**src/rtl/fifo_pkg.sv**
```systemverilog
// Shared widths and defaults for the parametrised synchronous FIFO family.
package fifo_pkg;

  localparam int DEFAULT_DATA_W = 8;
  localparam int DEFAULT_DEPTH  = 10;

  // Pointer width never drops below one bit, even for tiny depths.
  function automatic int ptr_w(input int depth);
    return (depth <= 2) ? 1 : $clog2(depth);
  endfunction

  function automatic int cnt_w(input int depth);
    return $clog2(depth + 1);
  endfunction

endpackage

```
**src/rtl/fifo_ptr_wrap.sv**
```systemverilog
// Slot pointer with enable that wraps from DEPTH-1 back to 0; depth need not be a power of 2.
module fifo_ptr_wrap #(
  parameter int DEPTH = 10,
  parameter int PTR_W = 4
) (
  input  logic             clock,
  input  logic             reset,
  input  logic             en,
  output logic [PTR_W-1:0] ptr
);

  always_ff @(posedge clock or negedge reset) begin
    if (!reset) begin
      ptr <= '0;
    end else if (en) begin
      if (ptr == PTR_W'(DEPTH - 1)) begin
        ptr <= '0;
      end else begin
        ptr <= ptr + PTR_W'(1);
      end
    end
  end

endmodule

```
**src/rtl/fifo_sync_param.sv**
```systemverilog
// Single-clock FIFO with level, watermark flags, sticky error flags and a read strobe.
// Define FIFO_WATERMARK_EN to add the peak_level / peak_clear high-water tracker.
module fifo_sync_param
  import fifo_pkg::*;
#(
  parameter  int DATA_W    = DEFAULT_DATA_W,
  parameter  int DEPTH     = DEFAULT_DEPTH,
  parameter  int AF_THRESH = 8,
  parameter  int AE_THRESH = 2,
  localparam int PTR_W     = ptr_w(DEPTH),
  localparam int CNT_W     = cnt_w(DEPTH)
) (
  input  logic              clock,
  input  logic              reset,
  input  logic [DATA_W-1:0] rx_data,
  input  logic              rx_irq,
  input  logic              tx_irq,
  input  logic              err_clear,
`ifdef FIFO_WATERMARK_EN
  input  logic              peak_clear,
  output logic [CNT_W-1:0]  peak_level,
`endif
  output logic [DATA_W-1:0] tx_data,
  output logic              tx_valid,
  output logic [PTR_W-1:0]  write_pointer,
  output logic [PTR_W-1:0]  read_pointer,
  output logic [CNT_W-1:0]  level,
  output logic              Empty_Flag,
  output logic              Full_Flag,
  output logic              Almost_Full,
  output logic              Almost_Empty,
  output logic              Overflow,
  output logic              Underflow
);

  logic [DATA_W-1:0] mem [DEPTH];
  logic              wr_ok;
  logic              rd_ok;
  logic [CNT_W-1:0]  level_next;

  assign Empty_Flag   = (level == '0);
  assign Full_Flag    = (level == CNT_W'(DEPTH));
  assign Almost_Full  = (level >= CNT_W'(AF_THRESH));
  assign Almost_Empty = (level <= CNT_W'(AE_THRESH));

  // A read frees a slot in the same cycle, so a full FIFO still accepts a write alongside it.
  assign rd_ok = tx_irq & ~Empty_Flag;
  assign wr_ok = rx_irq & (~Full_Flag | rd_ok);

  fifo_ptr_wrap #(.DEPTH(DEPTH), .PTR_W(PTR_W)) u_wr_ptr (
    .clock (clock),
    .reset (reset),
    .en    (wr_ok),
    .ptr   (write_pointer)
  );

  fifo_ptr_wrap #(.DEPTH(DEPTH), .PTR_W(PTR_W)) u_rd_ptr (
    .clock (clock),
    .reset (reset),
    .en    (rd_ok),
    .ptr   (read_pointer)
  );

  always_ff @(posedge clock) begin
    if (wr_ok) begin
      mem[write_pointer] <= rx_data;
    end
  end

  always_comb begin
    level_next = level;
    if (wr_ok && !rd_ok) begin
      level_next = level + CNT_W'(1);
    end else if (rd_ok && !wr_ok) begin
      level_next = level - CNT_W'(1);
    end
  end

  always_ff @(posedge clock or negedge reset) begin
    if (!reset) begin
      level    <= '0;
      tx_data  <= '0;
      tx_valid <= 1'b0;
    end else begin
      level    <= level_next;
      tx_valid <= rd_ok;
      if (rd_ok) begin
        tx_data <= mem[read_pointer];
      end
    end
  end

  // A fresh error outranks err_clear arriving in the same cycle.
  always_ff @(posedge clock or negedge reset) begin
    if (!reset) begin
      Overflow  <= 1'b0;
      Underflow <= 1'b0;
    end else begin
      if (rx_irq && !wr_ok) begin
        Overflow <= 1'b1;
      end else if (err_clear) begin
        Overflow <= 1'b0;
      end
      if (tx_irq && !rd_ok) begin
        Underflow <= 1'b1;
      end else if (err_clear) begin
        Underflow <= 1'b0;
      end
    end
  end

`ifdef FIFO_WATERMARK_EN
  always_ff @(posedge clock or negedge reset) begin
    if (!reset) begin
      peak_level <= '0;
    end else if (peak_clear || (level_next > peak_level)) begin
      peak_level <= level_next;
    end
  end
`endif

endmodule

```
**config.mk**
```make
export PLATFORM = sky130hd
export DESIGN_NAME = fifo_sync_param
export DESIGN_NICKNAME = d
export VERILOG_FILES = /design/src/rtl/fifo_pkg.sv /design/src/rtl/fifo_ptr_wrap.sv /design/src/rtl/fifo_sync_param.sv
export SDC_FILE = /design/constraint.sdc
export NUM_CORES = 1
export LEC_CHECK = 0
export ABC_AREA = 1
export BUFFER_PORTS_ARGS = -buffer_cell sky130_fd_sc_hd__buf_2
export CAP_MARGIN = 25
export CORE_AREA = 2 2 98 100
export CTS_BUF_LIST = sky130_fd_sc_hd__clkbuf_4
export CTS_CLUSTER_DIAMETER = 100
export DETAILED_ROUTE_END_ITERATION = 8
export DIE_AREA = 0 0 100 102
export HOLD_SLACK_MARGIN = 0.15
export PLACE_DENSITY = 0.69
export SYNTH_ARGS = -nofsm -noshare
export SYNTH_HDL_FRONTEND = slang
export SYNTH_SLANG_ARGS = --single-unit
```
**constraint.sdc**
```tcl
create_clock -name clock -period 2 [get_ports clock]
set_input_delay 0.3 -clock clock [delete_from_list [all_inputs] [get_ports clock]]
set_output_delay 0.3 -clock clock [all_outputs]
set_load 0.005 [all_outputs]
```
* Word-level counts from Yosys, hierarchy flattened
Memory sizes are Yosys's and may differ from the RTL's. A register that Yosys moved wholly into a read port is not among the register bits.
Index checks and enable logic that the tools add are counted.
Widths: inputs -> output; s select.
** Storage, ports and cells
- Flip-flop bits (word level) :: 15
- Bits in latches :: 0
- RAM bits :: 80
- Bits in read-only memories :: 0
- Output and inout port bits :: 27
- Logic and storage cells :: 41
- Memories kept :: 1
** Operators by class
- Add/subtract/negate cells :: 4
- Multiply operators :: 0
- Div/mod/pow operators :: 0
- Order comparisons :: 2
- Equal/unequal tests :: 3
- Shifts and indexed selects :: 0
- Multiplexer cells :: 9
- Bitwise logic cells :: 5
- Reductions and logical operators :: 11
** Memory list
- mem :: words 10, bits a word 8, read ports 1, clocked after memory_dff 1, write ports 1, line fifo_sync_param.sv:36 : logic [DATA_W-1:0] mem [DEPTH];
** Operator list (number)
- $mux 4 :: 4
- $add 4x1->4 const B :: 3
- $eq 4x4->1 const B :: 3
- $reduce_bool 2->1 :: 3
- $mux 1 :: 5
- $ge 4x4->1 const B :: 1
- $le 4x2->1 const B :: 1
- $logic_and 1x1->1 :: 4
- $logic_not 4->1 :: 1
- $sub 4x1->4 const B :: 1
- $logic_not 1->1 :: 3
- $and 1x1->1 :: 2
- $not 1->1 :: 2
- $or 1x1->1 :: 1

* Depth between registers and ports, before layout
Gate-level depths: netlist (run 1).
- Depth in word-level cells :: 9
- Depth in mapped cells :: 12

* Modules after synthesis
From an unflattened synthesis (run 1), not the netlist that was laid out.
** Second synthesis, totals
- Cells, all modules :: 452
- Area total of the unflattened synthesis :: 4533.1 um^2
** By module, submodules not included
- fifo_sync_param :: times used 1, cells each 410, area an instance 4155.2 um^2, sequential area each 2777.7 um^2
- fifo_ptr_wrap :: times used 2, cells each 21, area an instance 188.9 um^2, sequential area each 100.1 um^2

* Worst setup path after synthesis (run 1)
No wires, ideal clock.
- Kind :: register to register
- From :: register level[2]
- To :: register level[3]
- Setup time :: 127 ps
- Arrival time :: 1952 ps
- Data required time :: 1873 ps
- Setup slack :: -80 ps
- Cell stages (with the launch flop) :: 13
- Path buffers :: 1
- Clock period less this slack :: 2080 ps
- Cell sequence :: dfrtp_1 nor2_1 nand3_2 nand2_2 buf_4 ha_1 inv_1 ha_1 a21oi_1 nand3_1 nand2_1 nor2_1 xor2_1
** On the way
- Cells in the longest elaborated chain, start to end :: 8
** RTL lines
- start: declaration :: line fifo_sync_param.sv:27 : output logic [CNT_W-1:0] level,
- start signal: assignment :: line fifo_sync_param.sv:85 : level <= level_next;
- $logic_not 4->1 :: line fifo_sync_param.sv:41 : assign Empty_Flag = (level == '0);
- $not 1->1 :: line fifo_sync_param.sv:47 : assign rd_ok = tx_irq & ~Empty_Flag;
- $and 1x1->1 :: line fifo_sync_param.sv:47
- $or 1x1->1 :: line fifo_sync_param.sv:48 : assign wr_ok = rx_irq & (~Full_Flag | rd_ok);
- $and 1x1->1 :: line fifo_sync_param.sv:48
- $logic_not 1->1 :: line fifo_sync_param.sv:74 : end else if (rd_ok && !wr_ok) begin
- $logic_and 1x1->1 :: line fifo_sync_param.sv:74
- $reduce_bool 2->1 (no source line)
Several ways; a longest one is shown, not always the timed one. The select of a mux whose other input is x is not followed.
A chain may end at the register's enable or synchronous reset.

* Worst setup path after layout (run 1)
- From :: register level[1]
- To :: register level[3]
The elaborated chain is that of the path after synthesis.

==> flow_metrics.py, run 1 <==
metrics = {
    "run_status": {
        "status": "finished clean",
    },
    "clocking": {
        "cts_sinks": 103,
        "clk_latency_ns": 0.44,
        "path_clk_slew_ns": 0.16,
        "cts_buffers": 9,
        "clock-root-buffer": "clkbuf_4",
        "htree_levels": 3,
        "cts_tree": "done",
        "cts_buffer_depth": 2,
    },
    "setup_path": {
        "worstSetupStartpointType": "flop",
        "critPathMostFrequentCell": "ha_4",
        "rr_worst_depth": 10,
        "setup.worst_path.start": "level[1]$_DFFE_PN0P_",
        "r2r_end": "level[3]$_DFFE_PN0P_",
        "end_kind": "flop",
        "rrSetupSlack_ns": 0.1,
        "crit_required_ns": 2.34,
        "reg2reg_from": "level[1]$_DFFE_PN0P_",
        "slowest_delay_ns": 0.47,
        "crit_slowest_cell": "dfrtp_2",
        "critPathArrivalTime_ns": 2.25,
        "crit_path_end": "level[3]$_DFFE_PN0P_",
        "cp_cell_sequence": "inv_1, nand3_4, nand2_4, ha_4, inv_4, ha_4, nand3_1, a21oi_1, nor2_1, xor2_1",
        "critical_path_class": "flop to flop",
        "path_max_fanout": 5,
    },
    "pwr": {
        "p_sw_share_pct": 38.3,
        "p_sw_w": 0.00264,
        "power_frac_seq_pct": 43.0,
        "vdd_drop_max_v": 0.000501,
        "p_clk_share_pct": 16.9,
        "p_leak_nw": 2.19,
        "pwr-share-comb_pct": 40.1,
        "p_int_w": 0.00425,
        "p_per_area_nw_per_um2": 1350,
    },
    "hold_path": {
        "holdPathStages": 1,
        "worstHoldStart": "rx_data[1]",
        "hold_class": "input pin to flop",
    },
    "floorplanning": {
        "core-area_um2": 9110,
        "rows": 35,
        "die_w_um": 100,
        "dieArea_um2": 10200,
        "die_h_um": 102,
        "ioPinCount": 40,
        "initial_utilization_pct": 48.8,
    },
    "drt": {
        "drtIter0Drc": 199,
        "wl_per_cell_um": 16.3,
        "vias": 3109,
        "drc": 0,
        "wl_mm": 9.71,
        "avgViaCountPerCell": 5.22,
        "firstDrtPassIters": 4,
        "ant_nets": 0,
    },
    "synthesis": {
        "syn-num-nets": 435,
        "synth_area_um2": 4450,
        "yosysUniqueCellTypes": 29,
        "synth-async-reset-ratio_pct": 22.3,
        "ys_seq_area_share_pct": 67.0,
        "ys_ff_latch": 103,
        "ys.flop_type": "edfxtp_1",
        "avgSynthCellArea_um2": 10.6,
        "synth_edf_count": 80,
        "yosys_warnings": 0,
        "syn_inst": 418,
    },
    "place": {
        "dp_slack_ns": 0.0362,
        "routabilityCongestion": 0.797,
        "dpl_cell_area_um2": 4830,
        "dp_hpwl_mm": 6.41,
        "numPortBuffers": 39,
    },
    "timing": {
        "rsz0062_at_grt": "true",
        "period_share_pct": 95.1,
        "layout_min_cycle_time_ns": 1.90,
        "maxSlewHeadroom_pct": 63.5,
        "setup_viol": 0,
        "fin_ws_ns": 0.0975,
        "tightest_slew_ns": 0.548,
        "skew_ns": 0.0221,
        "hold_violations": 0,
        "final_max_slew_viol_count": 0,
        "fmax_mhz": 526,
    },
    "layout": {
        "drive_gt1_share_pct": 19.6,
        "most-common-layout-cells": "85 x nand2_1, 80 x edfxtp_1, 61 x nor2_1, 48 x inv_1, 40 x nand3_1",
        "nFillCells": 808,
        "postLayoutCoreUtil_pct": 56.2,
        "syn2layout_area_growth_pct": 15.1,
        "fin_area_um2": 5110,
        "mostFrequentLayoutCell": "nand2_1",
        "antenna_cells": 0,
        "nets": 497,
    },
    "global_routing": {
        "antenna_found_initial": 0,
        "overflow": 0,
        "grt_max_degree": 35,
        "grt_pass1_vias": 3040,
        "grt_usage_pct": 20.3,
        "grt_pass1_wl_mm": 15.4,
    },
    "run": {
        "max-cap-violations": 0,
    },
}
-- power groups by stage --
| stage | registers, W | logic [W] | clock network [W] |
|---|---|---|---|
| after floorplan | 0.00297 | 0.00180 | 0 |
| after global placement | 0.00299 | 0.00255 | 0 |
| after detailed placement | 0.00301 | 0.00261 | 0 |
| after CTS | 0.00296 | 0.00265 | 0.00119 |
| after global routing | 0.00301 | 0.00311 | 0.00129 |
| final | 0.00296 | 0.00277 | 0.00117 |
-- critical path, delay by kind of cell (launching register included) --
kind	cells	cell delay (ns)
AND/OR/NAND/NOR	4	0.37
AO/OA/AOI/OAI	1	0.16
buffers and inverters	2	0.22
XOR/XNOR	1	0.14
flip-flops	1	0.47
adder cells (fa/ha/maj)	2	0.45
-- cells in the mapped netlist (2+ instances only) --
| master | number | share of area [%] |
|---|---|---|
| nand2_1 | 85 | 7.2 |
| edfxtp_1 | 80 | 54 |
| nor2_1 | 63 | 5.3 |
| inv_1 | 49 | 4.1 |
| nand3_1 | 40 | 4.5 |
| dfrtp_1 | 23 | 13 |
| o21ai_0 | 13 | 1.5 |
| a21oi_1 | 12 | 1.4 |
| buf_4 | 7 | 1.2 |
| o211ai_1 | 7 | 1.2 |
| buf_2 | 5 | 0.56 |
| xor2_1 | 4 | 0.79 |
| buf_6 | 3 | 0.76 |
| ha_1 | 3 | 0.84 |
| nand4_1 | 3 | 0.42 |
| xnor2_1 | 3 | 0.59 |
| inv_2 | 2 | 0.17 |
| nand2_2 | 2 | 0.28 |
| nand3b_1 | 2 | 0.34 |
| nor2_2 | 2 | 0.28 |
| o21ai_1 | 2 | 0.23 |
-- state kept, by name (all words and copies together) (netlist names) --
| register | cells |
|---|---|
| Overflow | 1 |
| Underflow | 1 |
| level | 4 |
| mem | 80 |
| tx_data | 8 |
| tx_valid | 1 |
| u_rd_ptr.ptr | 4 |
| u_wr_ptr.ptr | 4 |
-- per-stage QoR --
stage | setup TNS, ns | instances | hold WS [ns] | total power (W)
6_report | 0 | 596 | 0.186 | 0.00690
5_1_grt | -0.0463 | 596 | 0.163 | 0.00741
3_3_place_gp | 0 | 571 | 0.303 | 0.00553
3_5_place_dp | 0 | 571 | 0.312 | 0.00561
2_1_floorplan | 0 | 418 | 0.00441 | 0.00476
4_1_cts | 0 | 592 | 0.168 | 0.00680
-- worst min-delay path by stage --
stage	end	slack [ns]
floorplan	Overflow$_DFFE_PN0P_	0.004
CTS	mem[8][1]$_DFFE_PP_	0.17
global placement	Overflow$_DFFE_PN0P_	0.30
detailed placement	Overflow$_DFFE_PN0P_	0.31
global route	mem[2][3]$_DFFE_PP_	0.16
finish	mem[4][1]$_DFFE_PP_	0.19
-- cell families (layout without fill, tap and decap cells) --
group / after synthesis / count (layout) / share of synthesized area (%)
AND/OR/NAND/NOR: 199 / 199 / 18.7
flip-flops: 103 / 103 / 67.0
buffers and inverters: 70 / 137 / 7.29
AO/OA/AOI/OAI: 35 / 35 / 4.36
XOR/XNOR: 7 / 7 / 1.38
adder cells (fa/ha/maj): 4 / 4 / 1.29
-- per-layer routing --
layer	track usage [%]	wire length [µm]
met5	0	0
met4	8.96	123
met3	3.28	501
met2	33.1	4710
met1	27.3	4370
-- final cells by class --
cell class | count | area [µm²] | area share (%)
flip-flops and latches | 103 | 2980 | 58.3
multi-input cells | 245 | 1210 | 23.6
repair buffers | 68 | 425 | 8.32
inverters | 53 | 206 | 4.04
well taps | 111 | 139 | 2.72
clock buffers | 11 | 82.6 | 1.61
clock inverters | 5 | 72.6 | 1.42
-- timing repair --
action,in CTS,in global routing
setup endpoints to repair,0,4
hold buffers,5,0
setup buffers,0,4
gates resized for setup,0,10
hold endpoints to repair,33,0
(Power assumes the default switching activity.)
==> inputs of run 2 (changes only) <==
--- a/config.mk
+++ b/config.mk
@@ -5,14 +5,12 @@
 export SDC_FILE = /design/constraint.sdc
 export NUM_CORES = 1
 export LEC_CHECK = 0
-export ABC_AREA = 1
 export BUFFER_PORTS_ARGS = -buffer_cell sky130_fd_sc_hd__buf_2
-export CAP_MARGIN = 25
-export CORE_AREA = 2 2 98 100
+export CORE_AREA = 2 2 96 98
 export CTS_BUF_LIST = sky130_fd_sc_hd__clkbuf_4
 export CTS_CLUSTER_DIAMETER = 100
 export DETAILED_ROUTE_END_ITERATION = 8
-export DIE_AREA = 0 0 100 102
+export DIE_AREA = 0 0 98 100
 export HOLD_SLACK_MARGIN = 0.15
 export PLACE_DENSITY = 0.69
 export SYNTH_ARGS = -nofsm -noshare
==> run 2 against run 1 <==
  * The run now ends with setup timing left
  * Largest cell class unchanged
  * Global-route usage shrank 3.3 points
  * Clock skew shrank 0.0024 ns
  * Total power shrank 0.12%
  * Synthesized cell count shrank 39%
  * Fmax shrank 12%
  * Critical path type unchanged
  * Design area grew 2.0%
==> flow_metrics.py, run 2 <==
metrics = {
    "timing": {
        "rsz0062_at_grt": "true",
        "hold_violations": 0,
        "setup_viol": 3,
        "final_max_slew_viol_count": 0,
        "fin_ws_ns": -0.151,
        "layout_min_cycle_time_ns": 2.15,
        "skew_ns": 0.0197,
        "period_share_pct": 108,
        "fmax_mhz": 465,
        "maxSlewHeadroom_pct": 58.3,
        "tightest_slew_ns": 0.622,
    },
    "layout": {
        "mostFrequentLayoutCell": "edfxtp_1",
        "drive_gt1_share_pct": 38.8,
        "nFillCells": 682,
        "largest_register": "mem",
        "postLayoutCoreUtil_pct": 58.7,
        "antenna_cells": 0,
        "nets": 355,
        "largest_reg_flops": 80,
        "reg_top3": "mem: 80 flops, tx_data: 8 flops",
        "most-common-layout-cells": "80 x edfxtp_1, 39 x buf_2, 34 x buf_4, 22 x dfrtp_1, 22 x nand2_1",
        "syn2layout_area_growth_pct": 22.9,
        "fin_area_um2": 5220,
    },
    "clocking": {
        "cts_sinks": 103,
        "cts_buffers": 9,
        "clk_latency_ns": 0.44,
        "path_clk_slew_ns": 0.17,
        "htree_levels": 3,
        "cts_buffer_depth": 2,
        "cts_tree": "done",
        "clock-root-buffer": "clkbuf_4",
    },
    "drt": {
        "ant_nets": 0,
        "wl_per_cell_um": 17.0,
        "drtIter0Drc": 109,
        "drc": 0,
        "vias": 2420,
        "avgViaCountPerCell": 5.33,
        "firstDrtPassIters": 4,
        "wl_mm": 7.70,
    },
    "synthesis": {
        "ys.flop_type": "edfxtp_1",
        "ys_ff_latch": 103,
        "yosysUniqueCellTypes": 39,
        "synth_edf_count": 80,
        "yosys_warnings": 0,
        "avgSynthCellArea_um2": 16.8,
        "yosys-top-cells-area": "edfxtp_1 57%, dfrtp_1 14%, mux4_2 4.8%, mux4_1 4.3%, mux2_2 2.4%",
        "yosysTopAreaCell": "edfxtp_1",
        "synth-async-reset-ratio_pct": 22.3,
        "synth_most_common_cell": "edfxtp_1",
        "syn-num-nets": 270,
        "synthTopCellsByCount": "80 x edfxtp_1, 23 x dfrtp_1, 22 x nand2_1",
        "netlist.area_leader.share_pct": 56.6,
        "synth_area_um2": 4240,
        "syn_inst": 253,
        "ys_seq_area_share_pct": 70.2,
    },
    "setup_path": {
        "cp_cell_sequence": "buf_6, o41ai_4, ha_4, inv_6, ha_4, a21o_1, a21oi_2, mux2i_1, o31ai_1",
        "critical_path_class": "flop to flop",
        "reg2reg_from": "level[1]$_DFFE_PN0P_",
        "critPathArrivalTime_ns": 2.50,
        "crit_slowest_cell": "dfrtp_1",
        "critPathMostFrequentCell": "ha_4",
        "path_max_fanout": 3,
        "slowest_delay_ns": 0.46,
        "rrSetupSlack_ns": -0.15,
        "worstSetupStartpointType": "flop",
        "r2r_end": "level[3]$_DFFE_PN0P_",
        "rr_worst_depth": 9,
        "crit_required_ns": 2.35,
        "end_kind": "flop",
    },
    "floorplanning": {
        "initial_utilization_pct": 47.7,
        "core-area_um2": 8890,
        "dieArea_um2": 9800,
        "ioPinCount": 40,
        "die_h_um": 100,
        "die_w_um": 98,
        "rows": 35,
    },
    "pwr": {
        "pwr-share-comb_pct": 41.0,
        "p_sw_share_pct": 34.2,
        "p_int_w": 0.00453,
        "p_per_area_nw_per_um2": 1320,
        "power_frac_seq_pct": 44.1,
        "p_sw_w": 0.00236,
        "p_clk_share_pct": 14.9,
        "vdd_drop_max_v": 0.000467,
        "p_leak_nw": 1.97,
    },
    "global_routing": {
        "grt_pass1_vias": 2397,
        "antenna_found_initial": 0,
        "grt_pass1_wl_mm": 12.7,
        "overflow": 0,
        "grt_usage_pct": 17.0,
        "grt_max_degree": 28,
    },
    "hold_path": {
        "hold_end": "mem[2][0]$_DFFE_PP_",
        "holdPathStages": 1,
        "hold_class": "input pin to flop",
        "worstHoldStart": "rx_data[0]",
    },
    "place": {
        "routabilityCongestion": 0.739,
        "numPortBuffers": 39,
        "dp_hpwl_mm": 5.32,
        "dpl_cell_area_um2": 4870,
    },
    "run_status": {
        "status": "complete, but fails checks",
        "violations": "setup timing",
    },
    "run": {
        "max-cap-violations": 0,
    },
}
## run 2: cell types whose count changed after synthesis, moves of 7 or more
cell	change
mux4_2	+9
nand2_1	-63
mux4_1	+7
o21ai_0	-9
mux2i_1	+9
o21ai_1	+8
nor3_1	+8
nor2_1	-57
inv_1	-42
buf_4	-7
mux2_2	+9
nand3_1	-38
## run 2: what timing repair did
action | in CTS | in global routing
hold buffers | 9 | 0
setup buffers | 3 | 3
setup endpoints to repair | 18 | 15
pin swaps | 3 | 5
gates resized for setup | 9 | 7
hold endpoints to repair | 65 | 0
gates cloned | 0 | 0
## run 2: how the worst max path moves through the flow
stage                    startpoint                   end  slack, ns
3_3_place_gp   level[1]$_DFFE_PN0P_  level[3]$_DFFE_PN0P_      -0.07
3_5_place_dp   level[1]$_DFFE_PN0P_  level[3]$_DFFE_PN0P_      -0.17
2_1_floorplan  level[3]$_DFFE_PN0P_  level[3]$_DFFE_PN0P_      -0.39
5_1_grt        level[1]$_DFFE_PN0P_  level[3]$_DFFE_PN0P_      -0.27
6_report       level[1]$_DFFE_PN0P_  level[3]$_DFFE_PN0P_      -0.15
4_1_cts        level[2]$_DFFE_PN0P_  level[3]$_DFFE_PN0P_      -0.13
## run 2: per-layer routing
layer | routed length, µm | track usage [%] | vias up
met3 | 299 | 4.04 | 7
met4 | 94 | 5.13 | 0
met1 | 3420 | 23.4 | 1210
met5 | 0 | 0 | -
met2 | 3890 | 27.3 | 54
li1 | - | - | 1149
## run 2: power by group through the flow
stage          Clock [W]  Combinational, W  Sequential (W)
2_1_floorplan          0           0.00172         0.00303
3_3_place_gp           0           0.00259         0.00304
3_5_place_dp           0           0.00264         0.00307
4_1_cts          0.00106           0.00279         0.00304
5_1_grt          0.00116           0.00308         0.00309
6_report         0.00103           0.00282         0.00304
## run 2: final cells by class
cell class	count	area [µm²]	share of cell area [%]
Tap cell	111	139	2.66
Multi-Input combinational cell	128	1290	24.7
Clock buffer	9	67.6	1.30
Clock inverter	7	72.6	1.39
Timing Repair Buffer	88	634	12.2
Inverter	8	35.0	0.672
Sequential cell	103	2980	57.1
## run 2: critical path, delay by kind of cell, from the launching register on
family	cells	cell delay (ns)
compound gates	4	0.81
flops	1	0.46
fa+ha+maj	2	0.42
mux	1	0.20
buf+inv	2	0.18
## run 2: cell families (layout without fill, tap and decap cells)
family	count (synthesis)	count (layout)	share of synthesized area [%]
AOI/OAI and AO/OA	35	35	5.37
xor gates and xnor gates	6	6	1.24
adders and majority gates	4	4	1.36
buffers and inverters	22	112	2.65
DFF	103	103	70.2
muxes	35	35	13.9
and+or+nand+nor	48	48	5.34
## run 2: metrics by stage
| step | worst slack (ns) | setup TNS (ns) | hold WS [ns] | std cells | power (W) |
|---|---|---|---|---|---|
| finish | -0.151 | -0.311 | 0.172 | 454 | 0.00689 |
| global route | -0.268 | -0.540 | 0.156 | 454 | 0.00734 |
| CTS | -0.127 | -0.146 | 0.156 | 452 | 0.00689 |
| detailed placement | -0.169 | -0.857 | 0.304 | 424 | 0.00572 |
| global placement | -0.0742 | -0.104 | 0.296 | 424 | 0.00563 |
| floorplan | -0.388 | -3.25 | 0.00441 | 253 | 0.00475 |
==> inputs of run 3 (changes only) <==
--- a/config.mk
+++ b/config.mk
@@ -13,6 +13,7 @@
 export DIE_AREA = 0 0 98 100
 export HOLD_SLACK_MARGIN = 0.15
 export PLACE_DENSITY = 0.69
+export SETUP_SLACK_MARGIN = 0.3
 export SYNTH_ARGS = -nofsm -noshare
 export SYNTH_HDL_FRONTEND = slang
 export SYNTH_SLANG_ARGS = --single-unit
==> run 3 against run 2 <==
  * Sequential share of layout area decreased by 3.9 points
  * Non-clock buffer count up 14
  * Total power is 12% higher
  * Highest routed layer unchanged
  * Cell count rose by 3.1%
  * The flow still finishes with violations (setup timing)
  * Sequential power increased by 2%
  * Register-to-register slack improved by 0.03 ns
==> flow_metrics.py, run 3 (synthesized netlist as in run 2, its figures left out) <==
metrics = {
    "clocking": {
        "clock-root-buffer": "clkbuf_4",
        "cts_sinks": 103,
        "cts_tree": "done",
        "cts_buffers": 9,
        "htree_levels": 3,
        "cts_buffer_depth": 2,
        "clk_latency_ns": 0.45,
        "path_clk_slew_ns": 0.16,
    },
    "timing": {
        "setup_viol": 4,
        "maxSlewHeadroom_pct": 65.2,
        "hold_violations": 0,
        "skew_ns": 0.0181,
        "fin_ws_ns": -0.117,
        "rsz0062_at_grt": "true",
        "holdWs_ns": 0.144,
        "tightest_slew_ns": 0.522,
        "fin_setup_tns_ns": -0.265,
        "final_max_slew_viol_count": 0,
        "period_share_pct": 106,
        "layout_min_cycle_time_ns": 2.12,
        "fmax_mhz": 472,
    },
    "global_routing": {
        "antenna_found_initial": 0,
        "grt_pass1_vias": 2441,
        "grt_usage_pct": 17.5,
        "overflow": 0,
        "grt_pass1_wl_mm": 13.2,
        "grt_max_degree": 24,
    },
    "drt": {
        "avgViaCountPerCell": 5.39,
        "vias": 2524,
        "drc": 0,
        "firstDrtPassIters": 4,
        "wl_per_cell_um": 17.9,
        "wl_mm": 8.35,
        "ant_nets": 0,
        "drtIter0Drc": 151,
    },
    "layout": {
        "nFillCells": 623,
        "fin_cells": 468,
        "nets": 369,
        "mostFrequentLayoutCell": "edfxtp_1",
        "drive_gt1_share_pct": 49.6,
        "largest_reg_flops": 80,
        "antenna_cells": 0,
        "reg_top3": "mem: 80 flops, tx_data: 8 flops",
        "most-common-layout-cells": "80 x edfxtp_1, 38 x buf_2, 27 x buf_4, 21 x nand2_1, 19 x buf_6",
        "largest_register": "mem",
        "syn2layout_area_growth_pct": 32.2,
    },
    "floorplanning": {
        "rows": 35,
        "initial_utilization_pct": 47.7,
        "dieArea_um2": 9800,
        "die_w_um": 98,
        "die_h_um": 100,
        "core-area_um2": 8890,
        "ioPinCount": 40,
    },
    "hold_path": {
        "hold_class": "input pin to flop",
        "worstHoldStart": "rx_irq",
        "holdPathStages": 3,
        "hold_end": "Overflow$_DFFE_PN0P_",
    },
    "setup_path": {
        "slowest_delay_ns": 0.45,
        "critPathMostFrequentCell": "ha_4",
        "path_max_fanout": 4,
        "crit_slowest_cell": "dfrtp_2",
        "r2r_end": "level[3]$_DFFE_PN0P_",
        "rr_worst_depth": 8,
        "end_kind": "flop",
        "critPathArrivalTime_ns": 2.46,
        "cp_cell_sequence": "buf_6, o41ai_4, ha_4, inv_4, buf_4, ha_4, a2111oi_2, o31ai_1",
        "crit_required_ns": 2.35,
        "worstSetupStartpointType": "flop",
        "rrSetupSlack_ns": -0.12,
        "reg2reg_from": "level[2]$_DFFE_PN0P_",
        "critical_path_class": "flop to flop",
    },
    "pwr": {
        "vdd_drop_max_v": 0.000554,
        "p_per_area_nw_per_um2": 1370,
        "power_w": 0.00770,
        "p_leak_nw": 2.11,
    },
    "place": {
        "numPortBuffers": 39,
        "dp_slack_ns": -0.151,
        "routabilityCongestion": 0.727,
        "dp_hpwl_mm": 5.23,
        "dp_cells": 419,
    },
    "run_status": {
        "status": "complete, but fails checks",
        "violations": "setup timing",
    },
    "run": {
        "max-cap-violations": 0,
    },
}
-- run 3: area by class of cell --
type | count | area (µm²) | share of cell area, %
multi-input cells | 128 | 1420 | 25.4
inverters | 8 | 45.0 | 0.803
clock inverters | 7 | 66.3 | 1.18
clock buffers | 9 | 67.6 | 1.20
flip-flops and latches | 103 | 2990 | 53.3
well taps | 111 | 139 | 2.47
repair buffers | 102 | 882 | 15.7
-- run 3: how the worst max path moves through the flow --
stage,startpoint,slack [ns],cells after the start,endpoint
floorplan,level[3]$_DFFE_PN0P_,-0.39,10,level[3]$_DFFE_PN0P_
global placement,level[2]$_DFFE_PN0P_,-0.06,10,level[3]$_DFFE_PN0P_
detailed placement,level[2]$_DFFE_PN0P_,-0.15,10,level[3]$_DFFE_PN0P_
CTS,level[2]$_DFFE_PN0P_,-0.11,9,level[3]$_DFFE_PN0P_
global route,level[2]$_DFFE_PN0P_,-0.21,9,level[3]$_DFFE_PN0P_
finish,level[2]$_DFFE_PN0P_,-0.12,8,level[3]$_DFFE_PN0P_
-- run 3: critical path, delay by kind of cell, from the launching register on --
kind	cells	cell delay, ns
AO/OA/AOI/OAI	3	0.81
flip-flops	1	0.45
adder cells (fa/ha/maj)	2	0.44
buffers and inverters	3	0.30
-- run 3: through the flow --
stage / utilization (%) / cell area (µm²)
final: 63.1 / 5610
after global placement: 55.5 / 4930
after floorplan: - / 4440
after detailed placement: 55.5 / 4930
after CTS: 61.7 / 5490
after global routing: 63.1 / 5610
-- run 3: metal layers --
layer,track usage (%),up-vias,routed length [µm]
met3,2.72,20,220
met4,7.26,0,167
met1,24.4,1266,3730
met5,0,-,0
li1,-,1175,-
met2,27.8,63,4240
-- run 3: what timing repair did --
action | 4_1_cts | 5_1_grt
resized for setup | 50 | 21
pin swaps | 11 | 16
gates cloned | 2 | 0
hold endpoints to repair | 86 | 0
setup buffers | 14 | 7
endpoints found under the setup margin | 75 | 65
hold buffers | 11 | 0
-- run 3: power breakdown --
| part | leakage (nW) | internal (W) | total, W | switching, W |
|---|---|---|---|---|
| clock network | 0.0720 | 0.000287 | 0.00102 | 0.000737 |
| logic | 1.04 | 0.00200 | 0.00357 | 0.00157 |
| registers | 0.995 | 0.00274 | 0.00311 | 0.000369 |
